## src/rtl/gb_cpu_common_pkg.sv

```systemverilog
// Shared types and constants for the CPU instruction-register front end.
// Holds the fetch FSM state type, the CB prefix byte and the interrupt-pending helper.
package gb_cpu_common_pkg;

    typedef enum logic [1:0] {
        FETCH    = 2'd0,
        CB_FETCH = 2'd1,
        EXEC     = 2'd2,
        HALT     = 2'd3
    } ir_state_t;

    localparam logic [7:0] CB_PREFIX_OPCODE = 8'hCB;
    localparam logic [7:0] NOP_OPCODE       = 8'h00;

    // An interrupt is requested when any enabled source has its flag raised.
    function automatic logic irq_requested(input logic [4:0] ie_bits, input logic [4:0] if_bits);
        return |(ie_bits & if_bits);
    endfunction

endpackage

```

## src/rtl/gb_cpu_ir_control_if.sv

```systemverilog
// Bus between the sequencer/memory side and the instruction-register controller.
// master drives the M-cycle strobe, fetched byte and instruction requests; slave is the controller.
interface gb_cpu_ir_control_if;
    logic       m_tick;
    logic [7:0] mem_rdata;
    logic       instr_done;
    logic [4:0] ie;
    logic [4:0] if_flags;
    logic       halt_req;
    logic       ei_req;
    logic       di_req;
    logic       reti_req;
    logic [7:0] opcode;
    logic       cb_prefix;
    logic       isr_cmd;
    logic       pc_inc;
    logic       ime;
    logic       halted;

    modport master (
        output m_tick, mem_rdata, instr_done, ie, if_flags,
        output halt_req, ei_req, di_req, reti_req,
        input  opcode, cb_prefix, isr_cmd, pc_inc, ime, halted
    );

    modport slave (
        input  m_tick, mem_rdata, instr_done, ie, if_flags,
        input  halt_req, ei_req, di_req, reti_req,
        output opcode, cb_prefix, isr_cmd, pc_inc, ime, halted
    );
endinterface

```

## src/rtl/gb_cpu_ime_ctrl.sv

```systemverilog
// Interrupt master enable with the one-instruction EI delay.
// DI beats EI, RETI enables immediately, ISR entry clears everything.
module gb_cpu_ime_ctrl (
    input  logic clk,
    input  logic reset,
    input  logic i_instr_end,
    input  logic i_ei_req,
    input  logic i_di_req,
    input  logic i_reti_req,
    input  logic i_isr_entry,
    output logic o_ime
);

    logic r_ime;
    logic r_ei_pending;
    logic w_ime_next;
    logic w_ei_pending_next;

    always_comb begin
        w_ime_next        = r_ime;
        w_ei_pending_next = r_ei_pending;
        if (i_isr_entry) begin
            w_ime_next        = 1'b0;
            w_ei_pending_next = 1'b0;
        end else if (i_instr_end) begin
            if (i_di_req) begin
                w_ime_next        = 1'b0;
                w_ei_pending_next = 1'b0;
            end else begin
                // A pending EI from the previous instruction matures here; a new EI re-arms.
                if (r_ei_pending || i_reti_req) begin
                    w_ime_next = 1'b1;
                end
                w_ei_pending_next = i_ei_req;
            end
        end
    end

    always_ff @(posedge clk) begin
        if (reset) begin
            r_ime        <= 1'b0;
            r_ei_pending <= 1'b0;
        end else begin
            r_ime        <= w_ime_next;
            r_ei_pending <= w_ei_pending_next;
        end
    end

    assign o_ime = r_ime;

endmodule

```

## src/rtl/gb_cpu_ir_control.sv

```systemverilog
// Instruction-register controller: fetches opcodes (with CB prefix), dispatches
// interrupts at fetch time and handles HALT. All state advances on m_tick only.
module gb_cpu_ir_control
    import gb_cpu_common_pkg::*;
(
    input  logic                  clk,
    input  logic                  reset,
    gb_cpu_ir_control_if.slave    bus
);

    ir_state_t  r_state;
    logic [7:0] r_opcode;
    logic       r_cb_prefix;
    logic       r_isr_cmd;
    logic       r_pc_inc;
    logic       r_halted;

    ir_state_t  w_state_next;
    logic [7:0] w_opcode_next;
    logic       w_cb_prefix_next;
    logic       w_isr_cmd_next;
    logic       w_pc_inc_next;
    logic       w_halted_next;
    logic       w_instr_end;
    logic       w_isr_entry;
    logic       w_irq;
    logic       w_ime;

    assign w_irq = irq_requested(bus.ie, bus.if_flags);

    always_comb begin
        w_state_next     = r_state;
        w_opcode_next    = r_opcode;
        w_cb_prefix_next = r_cb_prefix;
        w_isr_cmd_next   = r_isr_cmd;
        w_halted_next    = r_halted;
        w_pc_inc_next    = 1'b0;
        w_instr_end      = 1'b0;
        w_isr_entry      = 1'b0;
        if (bus.m_tick) begin
            unique case (r_state)
                FETCH: begin
                    if (w_ime && w_irq) begin
                        w_isr_cmd_next = 1'b1;
                        w_isr_entry    = 1'b1;
                        w_state_next   = EXEC;
                    end else begin
                        w_opcode_next    = bus.mem_rdata;
                        w_pc_inc_next    = 1'b1;
                        w_cb_prefix_next = 1'b0;
                        w_isr_cmd_next   = 1'b0;
                        w_state_next     = (bus.mem_rdata == CB_PREFIX_OPCODE) ? CB_FETCH : EXEC;
                    end
                end
                // No interrupt check here: the prefix and its operand byte are indivisible.
                CB_FETCH: begin
                    w_opcode_next    = bus.mem_rdata;
                    w_cb_prefix_next = 1'b1;
                    w_pc_inc_next    = 1'b1;
                    w_state_next     = EXEC;
                end
                EXEC: begin
                    if (bus.instr_done) begin
                        w_instr_end    = 1'b1;
                        w_isr_cmd_next = 1'b0;
                        if (bus.halt_req) begin
                            w_state_next  = HALT;
                            w_halted_next = 1'b1;
                        end else begin
                            w_state_next  = FETCH;
                        end
                    end
                end
                HALT: begin
                    // Wake-up ignores ime; dispatch is decided at the following fetch.
                    if (w_irq) begin
                        w_state_next  = FETCH;
                        w_halted_next = 1'b0;
                    end
                end
                default: w_state_next = FETCH;
            endcase
        end
    end

    always_ff @(posedge clk) begin
        if (reset) begin
            r_state     <= FETCH;
            r_opcode    <= NOP_OPCODE;
            r_cb_prefix <= 1'b0;
            r_isr_cmd   <= 1'b0;
            r_pc_inc    <= 1'b0;
            r_halted    <= 1'b0;
        end else begin
            r_state     <= w_state_next;
            r_opcode    <= w_opcode_next;
            r_cb_prefix <= w_cb_prefix_next;
            r_isr_cmd   <= w_isr_cmd_next;
            r_pc_inc    <= w_pc_inc_next;
            r_halted    <= w_halted_next;
        end
    end

    gb_cpu_ime_ctrl u_ime_ctrl (
        .clk         (clk),
        .reset       (reset),
        .i_instr_end (w_instr_end),
        .i_ei_req    (bus.ei_req),
        .i_di_req    (bus.di_req),
        .i_reti_req  (bus.reti_req),
        .i_isr_entry (w_isr_entry),
        .o_ime       (w_ime)
    );

    assign bus.opcode    = r_opcode;
    assign bus.cb_prefix = r_cb_prefix;
    assign bus.isr_cmd   = r_isr_cmd;
    assign bus.pc_inc    = r_pc_inc;
    assign bus.ime       = w_ime;
    assign bus.halted    = r_halted;

endmodule
```

## src/flat_wrapper.sv

```systemverilog
// flat-port wrapper written by rule: the top's interface ports become plain ports
module gb_cpu_ir_control_flat import gb_cpu_common_pkg::*;
  (clk, reset, bus_m_tick, bus_mem_rdata, bus_instr_done, bus_ie, bus_if_flags, bus_halt_req, bus_ei_req, bus_di_req, bus_reti_req, bus_opcode, bus_cb_prefix, bus_isr_cmd, bus_pc_inc, bus_ime, bus_halted);
  gb_cpu_ir_control_if bus_i ();
  input  logic clk;
  input  logic reset;
  input wire logic [$bits(bus_i.m_tick)-1:0] bus_m_tick;
  input wire logic [$bits(bus_i.mem_rdata)-1:0] bus_mem_rdata;
  input wire logic [$bits(bus_i.instr_done)-1:0] bus_instr_done;
  input wire logic [$bits(bus_i.ie)-1:0] bus_ie;
  input wire logic [$bits(bus_i.if_flags)-1:0] bus_if_flags;
  input wire logic [$bits(bus_i.halt_req)-1:0] bus_halt_req;
  input wire logic [$bits(bus_i.ei_req)-1:0] bus_ei_req;
  input wire logic [$bits(bus_i.di_req)-1:0] bus_di_req;
  input wire logic [$bits(bus_i.reti_req)-1:0] bus_reti_req;
  output wire logic [$bits(bus_i.opcode)-1:0] bus_opcode;
  output wire logic [$bits(bus_i.cb_prefix)-1:0] bus_cb_prefix;
  output wire logic [$bits(bus_i.isr_cmd)-1:0] bus_isr_cmd;
  output wire logic [$bits(bus_i.pc_inc)-1:0] bus_pc_inc;
  output wire logic [$bits(bus_i.ime)-1:0] bus_ime;
  output wire logic [$bits(bus_i.halted)-1:0] bus_halted;
  assign bus_i.m_tick = bus_m_tick;
  assign bus_i.mem_rdata = bus_mem_rdata;
  assign bus_i.instr_done = bus_instr_done;
  assign bus_i.ie = bus_ie;
  assign bus_i.if_flags = bus_if_flags;
  assign bus_i.halt_req = bus_halt_req;
  assign bus_i.ei_req = bus_ei_req;
  assign bus_i.di_req = bus_di_req;
  assign bus_i.reti_req = bus_reti_req;
  assign bus_opcode = bus_i.opcode;
  assign bus_cb_prefix = bus_i.cb_prefix;
  assign bus_isr_cmd = bus_i.isr_cmd;
  assign bus_pc_inc = bus_i.pc_inc;
  assign bus_ime = bus_i.ime;
  assign bus_halted = bus_i.halted;
  gb_cpu_ir_control u_core (.clk(clk), .reset(reset), .bus(bus_i));
endmodule
```

## config.mk

```make
export PLATFORM = sky130hd
export DESIGN_NAME = gb_cpu_ir_control_flat
export DESIGN_NICKNAME = d
export VERILOG_FILES = /design/src/rtl/gb_cpu_common_pkg.sv /design/src/rtl/gb_cpu_ir_control_if.sv /design/src/rtl/gb_cpu_ime_ctrl.sv /design/src/rtl/gb_cpu_ir_control.sv /design/src/flat_wrapper.sv
export SDC_FILE = /design/constraint.sdc
export NUM_CORES = 1
export LEC_CHECK = 0
export ABC_AREA = 1
export ABC_CLOCK_PERIOD_IN_PS = 1100
export CAP_MARGIN = 25
export CORE_MARGIN = 2
export CORE_UTILIZATION = 30
export CTS_BUF_LIST = sky130_fd_sc_hd__clkbuf_8 sky130_fd_sc_hd__clkbuf_16
export CTS_CLUSTER_DIAMETER = 100
export DETAILED_ROUTE_END_ITERATION = 8
export PLACE_DENSITY = 0.67
export SKIP_CTS_REPAIR_TIMING = 1
export SYNTH_ARGS = -nofsm -noshare
export SYNTH_HDL_FRONTEND = slang
export SYNTH_SLANG_ARGS = --single-unit
```

## constraint.sdc

```tcl
create_clock -name clk -period 1.1 [get_ports clk]
set_input_delay 0.33 -clock clk [delete_from_list [all_inputs] [get_ports clk]]
set_output_delay 0.33 -clock clk [all_outputs]
set_load 0.05 [all_outputs]
```

==> results.json <==
{
  "status": "complete, but fails checks",
  "failed_checks": "setup timing",
  "drc": 0,
  "die_h_um": 56.82,
  "clk_latency_ns": 0.26,
  "min_path_cells": 5,
  "crit_start": "bus_mem_rdata[1]",
  "syn-instance-count": 124,
  "r2r-start": "u_core.r_state[1]",
  "power_density_nw_per_um2": 1039,
  "nets": 208,
  "crit_cells": 7,
  "grt_pass1_wl_um": 3463,
  "critPathRequiredTime_ns": 1.30,
  "start_util": 0.3089,
  "via_per_inst": 4.708,
  "antenna_found_initial": 0,
  "min_path_type": "in -> reg",
  "fillCellCount": 221,
  "ys_ff_latch": 16,
  "peakVddDrop_uv": 914.1,
  "drtIter0Drc": 21,
  "worstSetupEndpointType": "register",
  "slew_violations": 0,
  "max_cap_violations": 0,
  "min_from": "bus_mem_rdata[3]",
  "syn_area_per_cell_sq_um": 6.750,
  "fp.coreArea_sq_um": 2710,
  "crit_chain": "clkdlybuf4s50_1 -> nand4_1 -> nor2_1 -> nand2_2 -> nand2_1 -> nor2_1 -> nor2_1",
  "cts_buffers": 3,
  "ios": 39,
  "ant_nets": 0,
  "grt_max_degree": 11,
  "syn_area_sq_um": 837.1,
  "fin_crit_sh": 1.119,
  "seq_area_sq_um": 359.1,
  "synth_cell_types": 21,
  "finalHoldViolCount": 0,
  "area_growth_pct": 115.4,
  "cp_common_cell": "nor2_1",
  "die_x_um": 56.82,
  "synth_edf_count": 0,
  "routed-via-count": 998,
  "post-route-min-period_ns": 1.231,
  "die_area_sq_um": 3229,
  "wl_per_cell_um": 12.44,
  "worstSetupStartpointType": "input pin",
  "grt_pass1_vias": 906,
  "p_leak_nw": 0.8925,
  "synth_fp_nets": 150,
  "synthFlopType": "dfxtp_1",
  "crit_arrival_ns": 1.43,
  "fin_worst_skew_ns": 0.006212,
  "drive_gt1_frac": 0.4972,
  "synthArstFlopShare": 0,
  "max_stage_delay_ns": 0.49,
  "r2r_slack_ns": -0.04,
  "r2r-end": "u_core.bus.opcode[5]",
  "port-buffer-count": 38,
  "cts.path.max_buffers": 2,
  "setup_viol": 13,
  "fin_util": 0.6653,
  "clockRootBuffer": "clkbuf_8",
  "drt-total-wl_um": 2637,
  "tightest_slew_ns": 0.2185,
  "cp_max_fo": 2,
  "pre_cts_ws_ns": -0.5466,
  "relSlewSlack": 0.8528,
  "clkTransAtPathRegs_ns": 0.07,
  "holdPathEnd": "u_core.bus.opcode[3]",
  "rsz0062_at_grt": "yes",
  "dr.pass1.iters": 4,
  "gp_congestion": 0.8492,
  "grtUsageTotal": 0.1372,
  "antenna-diode-count": 0,
  "ys_seq_area_frac": 0.3827,
  "multi_input_area_sq_um": 551.8,
  "crit_slowest_cell": "clkdlybuf4s50_1",
  "layout_setup_ws_ns": -0.1308,
  "rows": 19,
  "critical_path_class": "in -> reg",
  "ys_warn_count": 0,
  "cts.sinks": 16,
  "crit_family": "simple AND/OR/NAND/NOR gates",
  "grt_overflow": 0,
  "cts_tree": "done",
  "dp_hpwl_um": 1729,
  "path_buf_inv": 1,
  "fmax_mhz": 812.5,
  "reg2reg_depth": 6,
  "ctsHtreeMaxLevel": 1
}
[through the flow]
| step | cell area (sq um) | instances | setup TNS [ns] | total power [mW] | hold slack (ns) |
|---|---|---|---|---|---|
| final | 1803 | 212 | -0.4578 | 1.874 | 0.4825 |
| after global routing | 1803 | 212 | -1.343 | 1.955 | 0.5033 |
| after CTS | 1534 | 205 | -3.935 | 1.767 | 0.5047 |
| after detailed placement | 1479 | 201 | -7.977 | 1.236 | 0.4963 |
| after global placement | 1479 | 201 | -7.422 | 1.228 | 0.4867 |
| after floorplan | 840.8 | 124 | 0 | 0.9247 | 0.3924 |
[layer usage]
metal,wire (um),track usage,vias up
li1,-,-,500
met1,1005,0.1459,458
met2,1427,0.2375,35
met3,171,0.05760,5
met4,33,0.05648,0
met5,0,0,-
[power breakdown]
group / total (mW) / internal (mW) / switching [mW]
logic: 0.669 / 0.348 / 0.321
clock network: 0.533 / 0.318 / 0.215
registers: 0.672 / 0.619 / 0.0529
total: 1.87 / 1.29 / 0.589
[state kept, by name, indices dropped and copies added (netlist names)]
name	flops
u_core.bus.isr_cmd	1
u_core.u_ime_ctrl.r_ei_pending	1
u_core.r_state	2
u_core.bus.halted	1
u_core.bus.opcode	8
u_core.u_ime_ctrl.o_ime	1
u_core.bus.pc_inc	1
u_core.bus.cb_prefix	1
[worst reg2reg max path, cell delays in order, from the launching register on]
cell and delay [ns]:
dfxtp_4 0.36, buf_4 0.14, nor2_4 0.15, clkbuf_16 0.17, nand3b_1 0.09, nand2_1 0.08
nor2_1 0.04
[area by class of cell]
class / count / area share
Clock buffer: 4 / 0.03053
Inverter: 18 / 0.04441
Multi-Input combinational cell: 89 / 0.3060
Sequential cell: 16 / 0.1992
Tap cell: 31 / 0.02151
Timing Repair Buffer: 54 / 0.3983
[synthesized netlist by cell type, types with 3 or more instances]
cell type | count | area (sq um)
nor2_1 | 28 | 105.1
nand2_1 | 26 | 97.59
dfxtp_1 | 16 | 320.3
inv_1 | 11 | 41.29
inv_2 | 6 | 22.52
nand3_1 | 6 | 30.03
nand2_2 | 5 | 31.28
nand3b_1 | 5 | 37.54
a21oi_1 | 4 | 20.02
nand4_1 | 3 | 18.77
[worst max-delay path by stage]
stage                      endpoint
3_3_place_gp   u_core.bus.opcode[5]
2_1_floorplan  u_core.bus.opcode[0]
5_1_grt           u_core.r_state[0]
6_report          u_core.r_state[0]
3_5_place_dp   u_core.bus.opcode[5]
4_1_cts        u_core.bus.opcode[5]
[cells in the final DEF, fill, tap and decap left out, types with 3 or more instances in the layout]
cell type / count
nand4_1: 3
nand2_1: 23
nand2_2: 7
buf_12: 15
inv_1: 7
nand3_1: 5
clkbuf_8: 4
inv_2: 10
buf_4: 11
dfxtp_4: 8
nand3b_1: 5
nor2_2: 7
dfxtp_2: 7
a21oi_1: 3
clkdlybuf4s50_1: 10
nor2_4: 9
dlymetal6s2s_1: 15
nor2_1: 15
a21oi_2: 3
[logic make-up (layout without fill, tap and decap cells)]
group | count (synthesis) | after routing | synth area share
AO/OA/AOI/OAI | 10 | 10 | 0.07026
flip-flops | 16 | 16 | 0.3827
AND/OR/NAND/NOR | 78 | 79 | 0.4514
buffers and inverters | 20 | 76 | 0.09566
(Power assumes the default switching activity.)
